## src/rtl/uart_tx_writer_pkg.sv

```systemverilog
// uart_tx_writer_pkg: shared defaults and FSM state encoding for the UART TX writer
//   DATA_WIDTH_DEF : default byte width (matches transmitter data input)
//   FIFO_DEPTH_DEF : default buffer depth (power of 2, >= 2)
//   state_t        : writer FSM states IDLE / LAUNCH / WAIT_DONE
package uart_tx_writer_pkg;
    localparam int DATA_WIDTH_DEF = 8;
    localparam int FIFO_DEPTH_DEF = 16;
    typedef enum logic [1:0] {
        IDLE      = 2'd0,
        LAUNCH    = 2'd1,
        WAIT_DONE = 2'd2
    } state_t;
endpackage

```

## src/rtl/uart_tx_writer_sync_fifo.sv

```systemverilog
// uart_tx_writer_sync_fifo: show-ahead synchronous FIFO with level counter and flush
//   clk, rstn     : clock, asynchronous active-low reset
//   push, wr_data : write request and data (ignored when full or flushing)
//   pop           : remove head word (ignored when empty or flushing)
//   flush         : synchronous clear of pointers and level
//   head          : current head word (valid when !empty)
//   level         : entries held, 0..FIFO_DEPTH
//   empty, full   : level==0 / level==FIFO_DEPTH
module uart_tx_writer_sync_fifo
    import uart_tx_writer_pkg::*;
#(
    parameter int DATA_WIDTH = DATA_WIDTH_DEF,
    parameter int FIFO_DEPTH = FIFO_DEPTH_DEF,
    parameter int ADDR_WIDTH = $clog2(FIFO_DEPTH)
) (
    input  logic                  clk,
    input  logic                  rstn,
    input  logic                  push,
    input  logic [DATA_WIDTH-1:0] wr_data,
    input  logic                  pop,
    input  logic                  flush,
    output logic [DATA_WIDTH-1:0] head,
    output logic [ADDR_WIDTH:0]   level,
    output logic                  empty,
    output logic                  full
);
    localparam int LW = ADDR_WIDTH + 1;
    logic [DATA_WIDTH-1:0] mem [FIFO_DEPTH];
    logic [ADDR_WIDTH-1:0] wptr;
    logic [ADDR_WIDTH-1:0] rptr;
    logic                  push_ok;
    logic                  pop_ok;
    // A write while full is dropped even if a pop frees a slot in the same cycle;
    // flush overrides both directions.
    assign push_ok = push && !full && !flush;
    assign pop_ok  = pop && !empty && !flush;
    assign empty   = level == '0;
    assign full    = level == LW'(FIFO_DEPTH);
    assign head    = mem[rptr];
    always_ff @(posedge clk) begin
        if (push_ok)
            mem[wptr] <= wr_data;
    end
    // Pointers wrap naturally because FIFO_DEPTH is a power of 2.
    always_ff @(posedge clk or negedge rstn) begin
        if (!rstn) begin
            wptr  <= '0;
            rptr  <= '0;
            level <= '0;
        end else if (flush) begin
            wptr  <= '0;
            rptr  <= '0;
            level <= '0;
        end else begin
            wptr  <= push_ok ? wptr + ADDR_WIDTH'(1) : wptr;
            rptr  <= pop_ok ? rptr + ADDR_WIDTH'(1) : rptr;
            level <= level + LW'(push_ok) - LW'(pop_ok);
        end
    end
endmodule

```

## src/rtl/uart_tx_writer.sv

```systemverilog
// uart_tx_writer: buffers bytes from a valid/ready port and launches one UART frame per byte
//   clk, rstn        : clock, asynchronous active-low reset (shared with transmitter)
//   wr_valid/wr_data : write port; wr_ready = !fifo_full
//   flush            : synchronous FIFO clear; an in-flight frame still completes
//   tx_start         : registered one-cycle launch pulse
//   tx_data          : registered byte, changes only when a byte is popped
//   tx_busy, tx_done : transmitter status / end-of-frame pulse
//   fifo_level/empty/full : buffer status
//   writer_busy      : FSM not in IDLE
module uart_tx_writer
    import uart_tx_writer_pkg::*;
#(
    parameter int DATA_WIDTH = DATA_WIDTH_DEF,
    parameter int FIFO_DEPTH = FIFO_DEPTH_DEF,
    parameter int ADDR_WIDTH = $clog2(FIFO_DEPTH)
) (
    input  logic                  clk,
    input  logic                  rstn,
    input  logic                  wr_valid,
    input  logic [DATA_WIDTH-1:0] wr_data,
    output logic                  wr_ready,
    input  logic                  flush,
    output logic                  tx_start,
    output logic [DATA_WIDTH-1:0] tx_data,
    input  logic                  tx_busy,
    input  logic                  tx_done,
    output logic [ADDR_WIDTH:0]   fifo_level,
    output logic                  fifo_empty,
    output logic                  fifo_full,
    output logic                  writer_busy
);
    state_t                state;
    state_t                state_nx;
    logic                  launch;
    logic [DATA_WIDTH-1:0] head;
    uart_tx_writer_sync_fifo #(
        .DATA_WIDTH(DATA_WIDTH),
        .FIFO_DEPTH(FIFO_DEPTH),
        .ADDR_WIDTH(ADDR_WIDTH)
    ) u_fifo (
        .clk    (clk),
        .rstn   (rstn),
        .push   (wr_valid),
        .wr_data(wr_data),
        .pop    (launch),
        .flush  (flush),
        .head   (head),
        .level  (fifo_level),
        .empty  (fifo_empty),
        .full   (fifo_full)
    );
    assign wr_ready    = !fifo_full;
    assign writer_busy = state != IDLE;
    // Only WAIT_DONE->IDLE on tx_done reopens launching, so a transmitter that
    // drops tx_busy early can never be relaunched before its done pulse.
    always_comb begin
        state_nx = state;
        launch   = 1'b0;
        case (state)
            IDLE: begin
                launch   = !fifo_empty && !tx_busy && !flush;
                state_nx = launch ? LAUNCH : IDLE;
            end
            LAUNCH:    state_nx = WAIT_DONE;
            WAIT_DONE: state_nx = tx_done ? IDLE : WAIT_DONE;
            default:   state_nx = IDLE;
        endcase
    end
    // tx_start/tx_data are registered, so transmitter status never reaches them combinationally.
    always_ff @(posedge clk or negedge rstn) begin
        if (!rstn) begin
            state    <= IDLE;
            tx_start <= 1'b0;
            tx_data  <= '0;
        end else begin
            state    <= state_nx;
            tx_start <= launch;
            tx_data  <= launch ? head : tx_data;
        end
    end
endmodule

```

## config.mk

```make
export PLATFORM = sky130hd
export DESIGN_NAME = uart_tx_writer
export DESIGN_NICKNAME = d
export VERILOG_FILES = /design/src/rtl/uart_tx_writer_pkg.sv /design/src/rtl/uart_tx_writer_sync_fifo.sv /design/src/rtl/uart_tx_writer.sv
export SDC_FILE = /design/constraint.sdc
export NUM_CORES = 1
export LEC_CHECK = 0
export ABC_AREA = 1
export CORE_MARGIN = 1.5
export CORE_UTILIZATION = 65
export DETAILED_ROUTE_END_ITERATION = 8
export PLACE_DENSITY = 0.85
export SLEW_MARGIN = 10
export SYNTH_ARGS = -nofsm -noshare
export SYNTH_HDL_FRONTEND = slang
export SYNTH_SLANG_ARGS = --single-unit
```

## constraint.sdc

```tcl
create_clock -name clk -period 4.1 [get_ports clk]
set_input_delay 1.025 -clock clk [delete_from_list [all_inputs] [get_ports clk]]
set_output_delay 1.025 -clock clk [all_outputs]
set_load 0.05 [all_outputs]
```

==> impl_results.md <==
* Status: finished clean
* Htree depth at 4
* Leading cell type in the layout, fill and taps excluded: nand2_1
* Cell Area, Placed at between 0.007 and 0.008 mm^2
* # fillers at 645
* Total power at 4750 uW
* Netlist cell types at 25
* DR vias/cell at 5.73
* Setup TNS at 0 ps
* Post-cts hold buffer count at 0
* Synth Area per Inst at around 10 um^2
* Most frequent CP cell: inv_1
* CP Capture Type: primary output
* Routed len/inst at 18.2 um
* Hold Crit Class: flop to flop
* Gr usage total at between 30 and 40%
* Worst skew pair latency at 540 ps
* CP top delay family: buffers and inverters
* Crit path DAT at around 2400 ps
* Iteration count of the initial detailed-routing pass at 8
* Worst-case clock buffer depth at 2
* Via count at 4875
* TritonCTS Buffers at 17
* Vias in the first global route at 4864
* Maximum vdd drop at between 300 and 400 uV
* Storage element area at approximately 0.0044 mm^2
* Final setup fails at 0
* TritonCTS clock tree: yes
* Setup WS pre-CTS at 561 ps
* Post-Synthesis Cells at between 600 and 700
* Power density over cell area at about 620 mW/mm^2
* Final Net Count at ~730
* Most frequent cells in the layout: nand2_1 (212), edfxtp_1 (128), inv_1 (120)
* Req. time, crit path at about 3100 ps
* GPL Wtd Cong at between 0.9 and 1
* Total of max-cap violations at 0
* Fin. max-slew vios at 0
* Sinks on Clock Net at 152
* # diodes at 0
* Initial DRC Count at around 500
* Mapped Area at 0.00676 mm^2
* RSZ-0062 raised after global routing: false
* # IOs at 32
* Initial antenna violation count at 0
* Clk slew on worst S/H paths at about 70 ps
* Multi-input gate area at 0.00169 mm^2
* Final Hold Vio Count at 0
* Crit Path Class: flop to primary output
* Worst-margin pin slew at around 1100 ps
* Post-synthesis sequential element count at ~150
* Initial core utilization at between 60 and 70%
* Fmax at 0.296 GHz
* # port buffers at 31
* Crit-path cells: inv_1 -> ha_1 -> nand4_1 -> inv_1 -> clkdlybuf4s50_1
* Layout cells sized above 1 at between 4 and 5%
* Critical Path Start Type: flop
* Sequential area share after synthesis at 65.8%
* Die Y at between 100 and 150 um
* Root buf cell: clkbuf_8
* Row cnt at 37
* CP max stage delay at 790 ps
* Postcts setup bufs at 0
* Static leakage at approximately 0.0034 uW
* Worst-path maximum fanout at 3
* Detailed Place HPWL at around 9000 um
* Global-route wire length before repair at roughly 24000 um
* Die Wd at approximately 100 um
* Post-route cell area at 0.00768 mm^2
* Final Skew at 12.8 ps
* Final worst setup slack at ~720 ps
* Largest net degree at the start of global routing at 67
* Area grow syn2layout at 13.6%
* Critical path buffer and inverter count at 3
* Die footprint at between 0.01 and 0.015 mm^2
* Worst slew margin at approximately 25%
* Drt drc at 0
* Warnings, synthesis at 0
* ANT nets after route at 0
* Routed wire length at around 15000 um
* Post-synthesis net count at roughly 700
* Final period demand of the worst path at roughly 3400 ps
* Core ar. at a little over 0.01 mm^2
* CTS resizes at 0
* Critical-path top delay cell: clkdlybuf4s50_1
* Period utilization at ~82%
* Hold Slack at around 480 ps
* Total gr overflow at 0
[flip-flops by register name (all words and copies together), names as in the netlist]
| name | cells |
|---|---|
| u_fifo.mem | 128 |
| tx_data | 8 |
| u_fifo.level | 5 |
| u_fifo.rptr | 4 |
| u_fifo.wptr | 4 |
| state | 2 |
| tx_start | 1 |
[power by group]
group	switching (uW)	internal [uW]	total [uW]
registers	62.8	1780	1840
logic	1000	410	1410
clock network	611	888	1500
total	1680	3070	4750
[Yosys cell counts (all sizes together)]
cell      n  share of area (%)
o21ai     8               0.59
nor2     26                1.4
fa        1               0.30
xnor2     1               0.13
nand3   102                7.6
a21oi     4               0.30
nand2   212                 12
clkinv    2               0.11
nor3      2               0.15
edfxtp  128                 57
clkbuf    3               0.17
dfrtp    24                8.9
ha       11                2.0
a31oi     1              0.093
inv     121                6.7
o22ai     1              0.093
o21bai    1               0.11
o21a      1               0.11
buf      25                2.2
nand4     2               0.19
xor2      1               0.13
[per-stage QoR]
stage,std cells,utilization [%]
after floorplan,677,-
after global placement,819,69.7
after detailed placement,819,69.7
after CTS,851,75.4
after global routing,851,75.4
final,851,75.4
[cell families (layout without fill, tap and decap cells)]
group	Yosys count	in the layout	synth area share, %
xor gates and xnor gates	2	2	0.259
adders and majority gates	12	12	2.33
DFF	152	152	65.8
buffers and inverters	151	189	9.22
AOI/OAI and AO/OA	16	16	1.30
and+or+nand+nor	344	344	21.1
[area by class of cell]
type / instances / share of cell area, %
Clock buffer: 23 / 6.80
Clock inverter: 9 / 0.717
Inverter: 123 / 6.01
Multi-Input combinational cell: 374 / 22.0
Sequential cell: 152 / 57.9
Tap cell: 136 / 2.22
Timing Repair Buffer: 34 / 4.34
[tightest hold or removal path, cell delays in order, from the launching register on]
cell,delay (ps)
dfrtp_1,340
nand2_1,50
nand2_1,50
[per-layer routing]
layer	share of wire, %	GRT usage (%)	up-vias
met5	0	0	-
met4	4.0	15.9	0
met3	9.5	7.42	64
met2	51	51.0	300
met1	36	36.0	2296
li1	-	-	2215
[final timing paths]
check / start / to / slack [ps] / cells after the start
max: u_fifo.level[2] / fifo_full / 720 / 5
min: tx_data[5] / tx_data[5] / 480 / 2
max reg2reg: u_fifo.level[2] / u_fifo.level[4] / 1120 / 16
min reg2reg: tx_data[5] / tx_data[5] / 480 / 2
max in group asynchronous: rstn / u_fifo.rptr[0] / 2270 / 1
min in group asynchronous: rstn / state[0] / 1090 / 1
Note: power is estimated with default switching activity, not from simulation.
==> RTL edit 1 (same flow settings) <==
`FIFO_DEPTH_DEF`: 16 -> 8.
--- a/src/rtl/uart_tx_writer_pkg.sv
+++ b/src/rtl/uart_tx_writer_pkg.sv
@@ -5,5 +5,5 @@
 package uart_tx_writer_pkg;
     localparam int DATA_WIDTH_DEF = 8;
-    localparam int FIFO_DEPTH_DEF = 16;
+    localparam int FIFO_DEPTH_DEF = 8;
     typedef enum logic [1:0] {
         IDLE      = 2'd0,
Ports: changed (resized fifo_level); port bits go from 32 to 31. No check against the original RTL was run, so the function may have changed too.
==> RTL edit 1 against the original RTL <==
  * Synthesized area shrank 44%
  * Total power shrank 42%
  * Maximum frequency grew 6.5%
  * Sequential cell count shrank 67
  * Routed wire length shrank 53%
  * Design area shrank 43%
  * Sequential power shrank 41%
  * Setup slack gained 0.21 ns
  * Highest routed layer unchanged
==> RTL edit 1: results (changes against the original RTL) <==
stage;metric;value;unit;change
outcome;status;completed;;
setup_path;R2R Setup Slk;1.75;ns;+0.63 ns
synth;syn_nets;394;;-44%
synth;yosys warns;0;;unchanged
layout;Top Registers;u_fifo.mem (64), tx_data (8), u_fifo.level (4);;
global_routing;initial antenna violation count;0;;unchanged
min_path;HP Class;flip-flop to flip-flop;;
power_and_ir_drop;P_leak;1.95;nW;-42%
synth;Post-synth top cells;116 x nand2_1, 64 x edfxtp_1, 63 x inv_1;;
sta;Slew Limit Fails;0;;unchanged
power_and_ir_drop;switching part of the total;36.6;%;+1.3 points
layout;layout cells sized above 1;6.62;%;+1.7 points
synth;synth unique cells;24;;-4.0%
drt;Starting DRT DRC Count;207;;-60%
synth;number of flops mapped to enable cells by yosys;64;;-50%
setup_path;crit-path max FO;4;;+1
min_path;hold wc startpoint;tx_data[0];;
placed_design;Area after DPL;0.00412;sq mm;-42%
synth;largest cells by area after synthesis;edfxtp_1 51%, dfrtp_1 14%, nand2_1 12%;;
clocking;Clock transition at path regs;0.08;ns;
power_and_ir_drop;Peak supply drop;0.000437;V;+17%
clocking;Clock Root Buffer;clkbuf_8;;
clocking;Skew-Pair Late Insertion Delay;0.35;ns;-0.19 ns
placed_design;port bufs;30;;-3.2%
sta;Worst Skew;0.00884;ns;-0.00400 ns
global_routing;Tot GR Track Use;26.9;%;-3.4 points
layout;n_diodes;0;;unchanged
synth;register area share after synthesis;64.8;%;-0.99 points
clocking;cts bufs inserted;9;;-8
sta;Worst-Margin Slew;0.926;ns;-0.192 ns
layout;FILL cells;344;;-47%
setup_path;largest stage delay on the critical path;0.86;ns;+0.07 ns
placed_design;Routability Congestion;0.791;;-12%
layout;Layout Nets;426;;-41%
setup_path;reg2reg start;u_fifo.level[2];;
setup_path;Slowest cell on crit path;clkdlybuf4s50_1;;
clocking;post-cts resize count;0;;unchanged
clocking;hold_buf cts;0;;unchanged
layout;max reg flops;64;;-50%
setup_path;critical path arrival;2.15;ns;-0.20 ns
drt;DR vias;2517;;-48%
global_routing;largest net degree at the start of global routing;36;;-46%
clocking;H-tree levels;3;;-1
setup_path;startpoint types;flip-flop;;
drt;DR WL/cell;15.1;microns;-17%
clocking;setup repair bufs after CTS;0;;unchanged
drt;drt first pass iters;4;;-4
global_routing;first-pass GRT wire length;12.1;mm;-50%
placed_design;HPWL after detailed placement;4.51;mm;-50%
synth;Post-synth ARST share;24.7;%;+8.9 points
sta;final-report hold violation count;0;;unchanged
clocking;Clock Path Buffers;2;;unchanged
==> RTL edit 1: cell types whose count changed in the layout (fill, tap and decap cells not counted), sizes merged, moves of 3 or more <==
cell and change:
a21oi -3, nor2 -5, ha -3, nand2 -95, edfxtp -64, dfrtp -3
nand3 -51, clkinv -5, bufinv +3, clkbuf -13, o21ai -5, inv -58
==> RTL edit 1: metal layers <==
layer  GRT usage (%)  share of wire, %  wire length (microns)
met2            44.3                52                   3740
met4            13.2               1.6                    118
met3            7.24               7.1                    512
met5               0                 0                      0
met1            32.9                40                   2860
==> RTL edit 1: logic make-up (layout without fill, tap and decap cells) <==
kind of cell               after synthesis  after routing  synth area share [%]
DFF                                     85             85                  64.8
xor gates and xnor gates                 3              3                 0.696
AOI/OAI and AO/OA                        5              5                 0.729
buffers and inverters                   78            115                  8.38
and+or+nand+nor                        191            191                  22.2
adders and majority gates                9              9                  3.18
==> RTL edit 1: area by class of cell <==
cell class,count,area share (%)
clock buffers,10,2.93
clock inverters,6,2.55
inverters,66,5.68
multi-input cells,208,23.2
flip-flops and latches,85,56.1
well taps,72,2.07
repair buffers,33,7.40
==> RTL edit 1: path summary, 6_finish.rpt <==
check / endpoint / depth (start not counted)
worst max-delay path: fifo_empty / 4
worst min-delay path: tx_data[0] / 2
worst max register to register: u_fifo.level[2] / 10
worst min register to register: tx_data[0] / 2
max in group asynchronous: tx_data[6] / 1
min in group asynchronous: u_fifo.level[0] / 1
==> RTL edit 1: worst max-delay path, delay by kind of cell (launching register included) <==
| kind | cells | cell delay [ns] |
|---|---|---|
| DFF | 1 | 0.38 |
| and+or+nand+nor | 1 | 0.28 |
| buffers and inverters | 2 | 0.96 |
| adders and majority gates | 1 | 0.18 |
==> RTL edit 1: metrics by stage <==
| step | util, % | hold slack [ns] | setup slack [ns] | std cells |
|---|---|---|---|---|
| global route | 78.7 | 0.500 | 0.792 | 480 |
| CTS | 78.7 | 0.489 | 0.895 | 480 |
| floorplan | - | 0.551 | 1.24 | 371 |
| detailed placement | 74.4 | 0.467 | 0.697 | 464 |
| finish | 78.7 | 0.489 | 0.928 | 480 |
| global placement | 74.4 | 0.464 | 0.787 | 464 |
==> RTL edit 1: power groups by stage <==
| stage | registers (mW) | logic [mW] | clock network, mW |
|---|---|---|---|
| floorplan | 1.27 | 0.521 | 0 |
| global placement | 1.10 | 0.932 | 0 |
| detailed placement | 1.10 | 0.959 | 0 |
| CTS | 1.08 | 0.967 | 0.700 |
| global route | 1.10 | 1.05 | 0.737 |
| finish | 1.08 | 0.965 | 0.696 |
==> RTL edit 2 (same settings) <==
Without the edit above. `tx_data` no longer has a reset.
--- a/src/rtl/uart_tx_writer.sv
+++ b/src/rtl/uart_tx_writer.sv
@@ -72,10 +72,12 @@
             state    <= IDLE;
             tx_start <= 1'b0;
-            tx_data  <= '0;
         end else begin
             state    <= state_nx;
             tx_start <= launch;
-            tx_data  <= launch ? head : tx_data;
         end
+    end
+
+    always_ff @(posedge clk) begin
+        tx_data <= launch ? head : tx_data;
     end
 endmodule
Check against the original RTL: differs if rstn is asserted again (counterexample within 4 cycles, from zero or initial values and one cycle with rstn low); with rstn held inactive, the same outputs for 10 cycles.
==> RTL edit 2 against the original RTL <==
  * Clock skew down 0.0059 ns
  * Setup slack gained 0.030 ns
  * Sequential power rose by 3%
  * Combinational power fell by 20%
  * Routed wire length up 3.7%
  * Total power fell by 1.5%
  * Design area is 0.67% higher
  * Synthesized area unchanged
  * Critical path depth stayed put
  * Sequential cell count unchanged
  * First-iteration DRC count increased by 34%
==> RTL edit 2: results (changes against the original RTL) <==
stage;metric;value;unit;change
drt;via density per instance;5.80;;+1.2%
power_and_ir_drop;Peak supply drop;0.000537;V;+43%
synth;number of flops mapped to enable cells by yosys;136;;+6.3%
placed_design;Area after DPL;0.00711;sq mm;about the same
synth;synth unique cells;26;;+4.0%
synth;largest cells by area after synthesis;edfxtp_1 60%, nand2_1 13%, dfrtp_1 5.9%;;
placed_design;Setup WS pre-CTS;0.664;ns;+0.102 ns
synth;Synth Area in XOR/XNOR;0.389;%;+0.13 points
global_routing;met3 Usage GRT;7.30;%;-0.12 points
global_routing;grt met1 use;39.8;%;+3.8 points
power_and_ir_drop;Switch Pwr;1.51;mW;-9.8%
power_and_ir_drop;Pwr Density;605;mW/mm^2;-2.2%
drt;DR WL met2;7.71;mm;-2.3%
synth;syn_nets;684;;-2.7%
synth;register area share after synthesis;66.4;%;+0.59 points
drt;DR WL/cell;19.2;microns;+5.6%
power_and_ir_drop;comb pwr;1.13;mW;-20%
drt;Starting DRT DRC Count;690;;+34%
setup_path;critical path arrival;2.32;ns;-0.03 ns
synth;post-synthesis cell count;658;;-2.8%
global_routing;Tot GR Track Use;30.9;%;+0.65 points
setup_path;largest stage delay on the critical path;0.82;ns;+0.03 ns
drt;drt first pass iters;6;;-2
synth;Post-synth top cells;237 x nand2_1, 136 x edfxtp_1, 73 x inv_1, 73 x nor2_1, 53 x nand3_1;;
outcome;status;completed;;
power_and_ir_drop;sequential logic power;1.90;mW;+3%
sta;Worst Skew;0.00691;ns;-0.00594 ns
global_routing;largest net degree at the start of global routing;51;;-24%
sta;Worst-Margin Slew;0.937;ns;-0.180 ns
drt;met3 WL;1.66;mm;+14%
drt;final wirelength;16.0;mm;+3.7%
drt;WL met1;5.83;mm;+6.3%
global_routing;first-pass GRT wire length;25.1;mm;+3.4%
-- RTL edit 2: changes by cell type after synthesis, sizes merged, moves of 2 or more --
cell    delta
buf        -5
dfrtp      -8
edfxtp     +8
inv       -42
nand2     +25
nand3     -39
nand4      +2
nor2      +49
o21ai      -6
xor2       +2
-- RTL edit 2: area by class of cell --
class / instances / area [sq um]
Clock buffer: 17 / 414
Sequential cell: 152 / 4490
Fill cell: 606 / 2460
Multi-Input combinational cell: 403 / 1820
Clock inverter: 15 / 208
Tap cell: 136 / 170
Inverter: 80 / 300
Timing Repair Buffer: 33 / 325
-- RTL edit 2: worst paths after layout --
path                                       from              end  slack (ns)  cells past startpoint
worst min-delay path                   state[1]         state[1]        0.63                      2
worst min register to register         state[1]         state[1]        0.63                      2
worst max register to register  u_fifo.level[3]  u_fifo.level[4]        1.50                     14
worst max-delay path            u_fifo.level[3]       fifo_empty        0.75                      5
max in group asynchronous                  rstn   u_fifo.rptr[0]        2.69                      1
min in group asynchronous                  rstn   u_fifo.wptr[2]        0.91                      1
